--- config.mk ---
export PLATFORM = sky130hd
export DESIGN_NAME = event_change_logger
export DESIGN_NICKNAME = d
export VERILOG_FILES = /design/src/rtl/event_change_logger.sv
export SDC_FILE = /design/constraint.sdc
export NUM_CORES = 1
export LEC_CHECK = 0
export BUFFER_PORTS_ARGS = -buffer_cell sky130_fd_sc_hd__buf_4
export CORE_MARGIN = 2
export CORE_UTILIZATION = 30
export CTS_BUF_LIST = sky130_fd_sc_hd__clkbuf_8
export CTS_CLUSTER_DIAMETER = 150
export DETAILED_ROUTE_END_ITERATION = 10
export PLACE_DENSITY_LB_ADDON = 0.3
export SLEW_MARGIN = 20
export SYNTH_ARGS = -nofsm -noshare
export SYNTH_HDL_FRONTEND = slang
export SYNTH_SLANG_ARGS = --single-unit
export TNS_END_PERCENT = 20
--- constraint.sdc ---
create_clock -name clk -period 8.8 [get_ports clk]
set_input_delay 1.76 -clock clk [delete_from_list [all_inputs] [get_ports clk]]
set_output_delay 1.76 -clock clk [all_outputs]
set_load 0.005 [all_outputs]
--- src/rtl/event_change_logger.sv ---
`default_nettype none
// +--------------------------------------------------------------------------+
// | Module      : event_change_logger                                        |
// | Description : Registered OR/XOR/NOT reductions of a sampled bus, plus a  |
// |               change logger that queues {timestamp, sample} records in a |
// |               valid/ready drained FIFO. Optional macro CHG_MASK_EN adds  |
// |               a per-channel change-enable mask input (chan_mask).        |
// | Revision    : 1.0 - initial release                                      |
// +--------------------------------------------------------------------------+
module event_change_logger #(
   parameter int NCH   = 5,
   parameter int DEPTH = 8,
   parameter int TS_W  = 16,
   parameter int CNT_W = 16
) (
   input  logic                      clk,
   input  logic                      rst,
   input  logic [NCH-1:0]            in_bus,
   output logic                      red_or,
   output logic                      red_xor,
   output logic [NCH-1:0]            inv_out,
   output logic                      rec_valid,
   input  logic                      rec_ready,
   output logic [TS_W+NCH-1:0]       rec_data,
   output logic [$clog2(DEPTH):0]    fifo_level,
   output logic [CNT_W-1:0]          evt_cnt,
   output logic [CNT_W-1:0]          drop_cnt
`ifdef CHG_MASK_EN
   ,
   input  logic [NCH-1:0]            chan_mask
`endif
);

   localparam int                  c_ADDR_W   = $clog2(DEPTH);
   localparam int                  c_LVL_W    = c_ADDR_W + 1;
   localparam int                  c_REC_W    = TS_W + NCH;
   localparam logic [c_LVL_W-1:0]  c_FULL_LVL = c_LVL_W'(DEPTH);

   logic [NCH-1:0]      r_in_q;
   logic [NCH-1:0]      r_in_prev;
   logic [TS_W-1:0]     r_ts;
   logic                r_red_or;
   logic                r_red_xor;
   logic [NCH-1:0]      r_inv;
   logic [c_REC_W-1:0]  r_mem [DEPTH];
   logic [c_ADDR_W-1:0] r_wr_ptr;
   logic [c_ADDR_W-1:0] r_rd_ptr;
   logic [c_LVL_W-1:0]  r_level;
   logic [CNT_W-1:0]    r_evt_cnt;
   logic [CNT_W-1:0]    r_drop_cnt;

   logic [NCH-1:0]      w_mask;
   logic                w_push;
   logic                w_pop;
   logic                w_full;
   logic                w_empty;
   logic                w_wr_en;
   logic                w_drop;

`ifdef CHG_MASK_EN
   assign w_mask = chan_mask;
`else
   assign w_mask = {NCH{1'b1}};
`endif

   assign w_empty = (r_level == '0);
   assign w_full  = (r_level == c_FULL_LVL);
   assign w_push  = (((r_in_q ^ r_in_prev) & w_mask) != '0);
   assign w_pop   = !w_empty && rec_ready;
   // A full FIFO still accepts a record when the head leaves on the same edge.
   assign w_wr_en = w_push && (!w_full || w_pop);
   assign w_drop  = w_push && w_full && !w_pop;

   always_ff @(posedge clk or posedge rst) begin
      if (rst) begin
         r_in_q    <= '0;
         r_in_prev <= '0;
         r_ts      <= '0;
         r_red_or  <= 1'b0;
         r_red_xor <= 1'b0;
         r_inv     <= {NCH{1'b1}};
      end else begin
         r_in_q    <= in_bus;
         r_in_prev <= r_in_q;
         r_ts      <= r_ts + TS_W'(1);
         r_red_or  <= |r_in_q;
         r_red_xor <= ^r_in_q;
         r_inv     <= ~r_in_q;
      end
   end

   always_ff @(posedge clk or posedge rst) begin
      if (rst) begin
         for (int i = 0; i < DEPTH; i++) begin
            r_mem[i] <= '0;
         end
         r_wr_ptr <= '0;
         r_rd_ptr <= '0;
         r_level  <= '0;
      end else begin
         if (w_wr_en) begin
            r_mem[r_wr_ptr] <= {r_ts, r_in_q};
            r_wr_ptr        <= r_wr_ptr + c_ADDR_W'(1);
         end
         if (w_pop) begin
            r_rd_ptr <= r_rd_ptr + c_ADDR_W'(1);
         end
         case ({w_wr_en, w_pop})
            2'b10:   r_level <= r_level + c_LVL_W'(1);
            2'b01:   r_level <= r_level - c_LVL_W'(1);
            default: r_level <= r_level;
         endcase
      end
   end

   // Events are counted whether or not the record fits; drops saturate.
   always_ff @(posedge clk or posedge rst) begin
      if (rst) begin
         r_evt_cnt  <= '0;
         r_drop_cnt <= '0;
      end else begin
         if (w_push) begin
            r_evt_cnt <= r_evt_cnt + CNT_W'(1);
         end
         if (w_drop && (r_drop_cnt != {CNT_W{1'b1}})) begin
            r_drop_cnt <= r_drop_cnt + CNT_W'(1);
         end
      end
   end

   assign red_or     = r_red_or;
   assign red_xor    = r_red_xor;
   assign inv_out    = r_inv;
   assign rec_valid  = !w_empty;
   assign rec_data   = r_mem[r_rd_ptr];
   assign fifo_level = r_level;
   assign evt_cnt    = r_evt_cnt;
   assign drop_cnt   = r_drop_cnt;

endmodule
`default_nettype wire

-- Word level (Yosys, flattened, before mapping)
Index checks and enable logic that the tools add are counted.
- $add $sub $neg: 7
- order comparisons: 3
- equality and inequality tests: 4
- multiplexer cells: 7
- bitwise logic cells: 4
- reductions and logical operators: 15
- operators by type and width (kind ; count):
    bitwise mux 168 bit ; 1
    binary-select mux 21 bit (select 3 bit) ; 1
    demux 21 bit (select 3 bit) ; 1
    two-way mux 21 bit ; 3
    adder 16 x 1 -> 16 bit (second input constant) ; 3
    != test 16 bit (second input constant) ; 1
    greater-or-equal comparator 4 bit (second input constant) ; 2
    inverter 3 -> 4 bit ; 2
    case mux 4 bit (2 select lines) ; 1
    adder 3 x 1 -> 3 bit (second input constant) ; 2
    logical AND 1 bit ; 6
    inverter 5 bit ; 1
    nonzero test 5 bit ; 1
    OR reduction 5 bit ; 1
    parity 5 bit ; 1
    bitwise XOR 5 bit ; 1
    adder 4 x 1 -> 4 bit (second input constant) ; 1
    == test 4 bit (second input constant) ; 1
    zero test 4 bit ; 1
    < comparator 4 x 1 -> 1 bit (second input constant) ; 1
    subtractor 4 x 1 -> 4 bit (second input constant) ; 1
    zero test 1 bit ; 3
    == test 2 x 1 -> 1 bit (second input constant) ; 1
    == test 2 bit (second input constant) ; 1
    2 further kinds ; 2
- flip-flop bits (word level): 243
- input port bits: 8
- logic and storage cells: 59

-- Depth between registers and ports, before layout
Gate-level depths: netlist (run 1).
- depth in word-level cells: 7
- depth in mapped cells: 12
- depth with buffers taken out: 11

-- Least setup slack after synthesis (run 1)
No wires, ideal clock.
- path type: flip-flop to output port
- start point: register r_rd_ptr[0]
- end point: output port rec_data[10]
- data arrival time: 1.730 ns
- slack: 5.310 ns
- cell stages (with the launch flop): 5
- buffers on the path: 2
- path through: dfrtp_1 -> clkbuf_1 -> buf_2 -> mux4_2 -> mux2_2
- longest elaborated chain between the ends: 4
- RTL lines (what ; line ; source):
    start, declared ; 47 ; logic [c_ADDR_W-1:0] r_rd_ptr;
    start signal, assigned ; 106 ; r_rd_ptr <= r_rd_ptr + c_ADDR_W'(1);
    inverter 3 -> 4 bit (implied by the code) ; 135 ; assign rec_data = r_mem[r_rd_ptr];
    binary-select mux 21 bit (select 3 bit) ; 135 ;
    two-way mux 21 bit (implied by the code) (2 in series) ; 135 ;
    end, declared ; 24 ; output logic [TS_W+NCH-1:0] rec_data,
Every way passes these cells. The select of a mux whose other input is x is not followed.

-- Worst setup path after layout (run 1)
- start point: register r_rd_ptr[0]
- end point: output port rec_data[11]
The elaborated chain is that of the path after synthesis.

==> metrics.yaml, run 1 <==
setup_path:
  cp.arrival_ps: 2680
  cp-end-kind: "output pin"
  critPathLaunchType: "flip-flop"
  timing_worst_setup_path_type: "reg -> out"
  crit_family: "multiplexers"
  slowest_delay_ps: 720
  cp_num_buf_inv: 2
  crit_top_cell: "buf_4"
  cp_slowest_cell: "buf_4"
  required_ps: 7040
  cp_max_fo: 44
  crit_chain: "buf_4, mux4_2, mux2_2, buf_4"
global_route:
  use_met3_pct: 2.30
  grt_pass1_vias: 6510
  busiest_layer: "met2"
  met2_usage_pct: 19.7
  grt_pass1_wl_um: 37400
  track_usage_pct: 12.3
  grt-ovfl-total: 0
  grt_util_met1_pct: 16.9
  antenna_found_initial: 0
  grt_max_degree: 160
floorplanning:
  ios: 73
  fp.dieW_um: 196
  coreArea_sq_um: 36500
  dieArea_sq_um: 38500
  die_height_um: 196
  initial_utilization_pct: 30.4
  row_count: 70
cells_and_area:
  nNetsFinal: 818
  area_growth_pct: 16.0
  antenna_cells: 0
  ff_latch_area_sq_um: 6090
  multi_input_area_sq_um: 4640
  nFillCells: 3503
  drive_above_1_share_pct: 47.9
clock_network:
  clk_pin_slew_worst_paths_ps: 60
  cts_tree: "yes"
  clock-sinks: 243
  post_cts_resized: 0
  ctsRootBufferMaster: "clkbuf_8"
  post_cts_buffers: 0
  clock_path_buffers: 3
  h-tree-depth: 2
  clock_latency_ps: 540
  numCtsBuffers: 43
  hold_buffers: 0
synth:
  synth_seq_cells: 243
  synthAdderAreaFrac_pct: 1.20
  synth-edff-count: 0
  synth_warnings: 0
  synth_mux_area_share_pct: 30.0
  netlist_area_sq_um: 11100
  synth_top_family_by_area: "multiplexers"
  ys_types: 48
  ys_async_sr_fraction_pct: 100
  synth_top_area_cell: "dfrtp_1"
  synth.top_cell.area_share_pct: 53.7
  synth_ff_type: "dfrtp_1"
  synth_area_leaders: "dfrtp_1 54%, mux2_2 15%, mux4_2 8.5%"
  synth_compound_area_share_pct: 0.519
  synth_seq_area_share_pct: 54.9
  synth-simple-area-share_pct: 5.62
  synth_xor_area_share_pct: 4.50
  syn_nets: 747
  synthCells: 729
  syn_area_per_cell_sq_um: 15.2
place:
  detailedPlace.worstSlack_ps: 4670
  gp_congestion: 0.733
  hpwl_um: 13100
  portBuffers: 72
sta:
  drv_slew: 0
  layout_min_cycle_time_ps: 4440
  fmax_mhz: 225
  setup_tns_ps: 0
  fin_ws_ps: 4360
  slew_headroom_pct: 37.8
  final_hold_viol_count: 0
  fin_crit_sh_pct: 50.4
  skew_ps: 17.1
  setup_viol: 0
  worstMarginPinSlew_ps: 933
  rsz0062_at_grt: "no"
detailed_routing:
  totalWireLength_um: 22900
  vias: 6139
  drc_errors: 0
  drt_first_iter_violations: 289
  wl_per_cell_um: 17.6
  viasPerCell: 4.73
  drt-pass1-iter-count: 4
  antenna_left: 0
power:
  vdd_drop_max_v: 0.000135
  power.leakage_uw: 0.00592
  pwr_density_cell_nw_per_um2: 306
flow_run:
  cap_violations: 0
outcome:
  status: "finished clean"
min_path:
  worstHoldPathType: "reg -> reg"
==> registers in the layout (all words and copies together) (netlist names) <==
signal	flops
inv_out	5
fifo_level	4
r_in_q	5
r_ts	16
r_rd_ptr	3
r_wr_ptr	3
drop_cnt	16
evt_cnt	16
red_xor	1
r_mem	168
red_or	1
r_in_prev	5
==> metal layers <==
metal  wire length [um]  part of all wire, %  up-vias
met3                842                  3.7       38
met5                  0                    0        -
li1                   -                    -     2760
met2              10700                   47      115
met1              10900                   48     3226
met4                422                  1.8        0
==> layout by cell type (no fill, tap or decap), drive strengths merged, types with 2 or more instances in the layout <==
cell type,count
nand4,9
xnor2,30
xor2,27
nor4,5
mux4,42
clkinvlp,2
nand2b,2
and4,4
ha,9
nand3,22
a21oi,4
nor4b,2
nor3,7
dfstp,5
and2,2
dfrtp,238
mux2i,2
nor2,16
o21ai,2
clkbuf,58
and4b,2
inv,23
nand2,19
buf,78
nor3b,2
clkinv,2
mux2,196
and3,10
==> cells by family (layout without fill, tap and decap cells) <==
| group | Yosys count | count (layout) |
|---|---|---|
| buf+inv | 64 | 164 |
| fa+ha+maj | 10 | 10 |
| xor+xnor | 57 | 57 |
| compound gates | 8 | 8 |
| mux | 240 | 240 |
| flops | 243 | 243 |
| simple gates | 107 | 107 |
==> per-stage QoR <==
stage	hold slack [ps]	total power [uW]	utilization, %	area, sq um	instances
after floorplan	355	2510	-	11100	729
after global placement	461	2900	32.8	12000	1223
after detailed placement	465	2920	32.8	12000	1223
after CTS	473	4020	35.2	12900	1297
after global routing	490	4180	35.2	12900	1297
final	464	3930	35.2	12900	1297
==> synthesized netlist by cell type, types with 2 or more instances <==
cell type,count
a21oi_1,3
and3_1,8
and3_4,2
and4_1,4
buf_1,3
buf_12,2
buf_2,10
buf_4,7
buf_6,7
clkbuf_1,23
dfrtp_1,238
dfstp_2,5
ha_1,9
inv_1,12
mux2_1,4
mux2_2,152
mux2_4,40
mux2i_1,2
mux4_2,42
nand2_1,19
nand2b_1,2
nand3_1,21
nand4_1,9
nor2_1,14
nor2_2,2
nor3_1,6
nor3b_1,2
nor4_1,5
nor4b_1,2
xnor2_1,30
xor2_1,27
==> report_power, final <==
part	total (uW)	leakage, uW	internal (uW)	switching (uW)
Combinational	1320	0.00234	752	566
Clock	1070	0.000497	615	458
Sequential	1540	0.00308	1380	166
Total	3930	0.00592	2740	1190
==> worst paths after layout <==
| check | start | to | slack (ps) | depth (start not counted) |
|---|---|---|---|---|
| worst min register to register | evt_cnt[15] | evt_cnt[15] | 460 | 1 |
| worst max-delay path | r_rd_ptr[0] | rec_data[11] | 4360 | 4 |
| min in group asynchronous | rst | evt_cnt[15] | 1290 | 2 |
| worst max register to register | r_in_q[4] | r_mem[105] | 5950 | 5 |
| worst min-delay path | evt_cnt[15] | evt_cnt[15] | 460 | 1 |
| max in group asynchronous | rst | r_mem[7] | 6240 | 3 |
==> worst register-to-register path, stage by stage, from the launching register on <==
cell     delay (ps)
dfrtp_1         640
xnor2_1         170
and3_4          200
a21oi_4         360
nand3_2         790
mux2_2          560
==> layout make-up <==
cell class                      count  share of cell area (%)
Clock inverter                     16                   0.788
Sequential cell                   243                    47.3
Tap cell                          468                    4.55
Timing Repair Buffer               78                    4.65
Clock buffer                       58                    6.20
Multi-Input combinational cell    422                    36.1
Inverter                           12                   0.408
(Power assumes the default switching activity.)
==> run 2, diff against run 1 <==
Clock period 8.8 ns to 4.11 ns, I/O delays scaled along.
==> metrics.yaml, run 2 (synthesized netlist as in run 1, its figures left out) <==
clock_network:
  post_cts_buffers: 0  # unchanged
  clk_pin_slew_worst_paths_ps: 60  # about the same
  clock_latency_ps: 570  # +30 ps
  post_cts_resized: 0  # unchanged
  h-tree-depth: 2  # unchanged
  clock-sinks: 243  # unchanged
  clock_path_buffers: 3  # unchanged
  cts_tree: "yes"
  hold_buffers: 0  # unchanged
  numCtsBuffers: 42  # -2.3%
  ctsRootBufferMaster: "clkbuf_8"
place:
  detailedPlace.worstSlack_ps: 1180  # -3490 ps
  hpwl_um: 14300  # +8.5%
  gp_congestion: 0.733  # about the same
  dpl-instance-area_sq_um: 12100  # +0.75%
  portBuffers: 72  # unchanged
setup_path:
  required_ps: 3290  # -3750 ps
  timing_worst_setup_path_type: "reg -> out"
  r2r_setup_slack_ps: 1350  # -4600 ps
  cp-end-kind: "output pin"
  cp.arrival_ps: 2510  # -170 ps
  cp_max_fo: 30  # -32%
  r2r_start: "r_in_q[4]"
  worst_setup_path_startpoint: "r_rd_ptr[0]"
  critPathLaunchType: "flip-flop"
global_route:
  antenna_found_initial: 1  # +1
  track_usage_pct: 12.9  # +0.63 points
  grt_pass1_wl_um: 38600  # +3.1%
  grt_max_degree: 72  # -55%
  grt_pass1_vias: 6700  # +2.9%
  grt-ovfl-total: 0  # unchanged
floorplanning:
  dieArea_sq_um: 38500  # unchanged
  initial_utilization_pct: 30.4  # unchanged
  die_height_um: 196  # unchanged
  row_count: 70  # unchanged
  coreArea_sq_um: 36500  # unchanged
  fp.dieW_um: 196  # unchanged
  ios: 73  # unchanged
power:
  seqPwrFrac_pct: 40.5  # +1.3 points
  vdd_drop_max_v: 0.000265  # +96%
  power.share.switching_pct: 31.0  # +0.69 points
  pwr-share-comb_pct: 34.0  # +0.5 points
  p_int_uw: 5720  # +110%
  power.leakage_uw: 0.00593  # +0.23%
  pwr-share-clk_pct: 25.5  # -1.8 points
  pwr_density_cell_nw_per_um2: 645  # +110%
  power_switching_uw: 2570  # +120%
outcome:
  status: "finished clean"
detailed_routing:
  vias: 6209  # +1.1%
  drc_errors: 0  # unchanged
  viasPerCell: 4.77  # +0.67%
  antenna_left: 0  # unchanged
  drt_first_iter_violations: 246  # -15%
  totalWireLength_um: 23800  # +4.1%
  wl_per_cell_um: 18.3  # +3.7%
  drt-pass1-iter-count: 4  # unchanged
sta:
  rsz0062_at_grt: "no"
  slew_headroom_pct: 48.3  # +11 points
  skew_ps: 24.9  # +7.87 ps
  layout_min_cycle_time_ps: 3330
  fin_ws_ps: 783  # -3580 ps
  worstMarginPinSlew_ps: 774  # -159 ps
  fin_crit_sh_pct: 81.0
  setup_tns_ps: 0  # unchanged
  final_hold_viol_count: 0  # unchanged
  drv_slew: 0  # unchanged
  fmax_mhz: 301
  setup_viol: 0  # unchanged
cells_and_area:
  drive_above_1_share_pct: 47.4  # -0.53 points
  regMostFlops: "r_mem"
  final_cell_mix: "236 x dfrtp_1, 152 x mux2_2, 82 x buf_4"
  largest_register_ffs: 168  # unchanged
  nNetsFinal: 825  # +0.86%
  finalInstanceArea_sq_um: 12900  # about the same
  nFillCells: 3522  # +0.54%
  area_growth_pct: 16.0  # about the same
  mostFrequentLayoutCell: "dfrtp_1"
flow_run:
  cap_violations: 0  # unchanged
min_path:
  min_from: "in_bus[4]"
  worstHoldPathType: "in -> reg"
run 2: cell count changes in the layout (fill, tap and decap cells not counted), sizes merged:
cell	previous run	this run
clkbuf	58	52
buf	78	86
bufinv	1	0
inv	23	27
diode	0	1
run 2: critical path, stage by stage (launching register included):
cell and delay, ps:
dfrtp_2 350, buf_4 530, mux4_2 590, mux2_2 320
buf_4 150
run 2: worst paths after layout:
check                                end  cells after the start
max                         rec_data[10]                      4
min                            r_in_q[4]                      1
max reg2reg                    r_mem[91]                      5
min reg2reg                  evt_cnt[15]                      1
max in group asynchronous  fifo_level[2]                      3
min in group asynchronous     r_mem[151]                      2
run 2: final cells by class:
cell class	instances	area [sq um]	share of cell area (%)
multi-input combinational	422	4640	36.1
clock buffer	52	716	5.57
clock inverter	19	85.1	0.662
tap	468	586	4.55
sequential	243	6090	47.4
timing repair buffer	86	696	5.41
inverter	12	48.8	0.379
antenna	1	2.50	0.0195
run 2: power groups by stage:
stage               clock network [uW]  registers (uW)  logic, uW
floorplan                            0            3230       2150
global placement                     0            3390       2840
detailed placement                   0            3400       2880
CTS                               2200            3360       2890
global route                      2300            3440       3070
finish                            2120            3360       2810
run 2: per-stage QoR:
stage	hold WS (ps)	power, uW	std cells	util, %
after global placement	459	6230	1231	33.0
after CTS	320	8440	1302	35.2
final	367	8290	1303	35.2
after floorplan	355	5370	729	-
after global routing	330	8810	1303	35.2
after detailed placement	467	6270	1231	33.0
run 2: per-layer routing:
metal	track usage (%)	share of wire, %	vias to the layer above
met5	0	0	-
met4	4.63	2.5	0
met3	2.53	3.9	51
met2	20.0	45	121
met1	18.0	49	3257
li1	-	-	2780
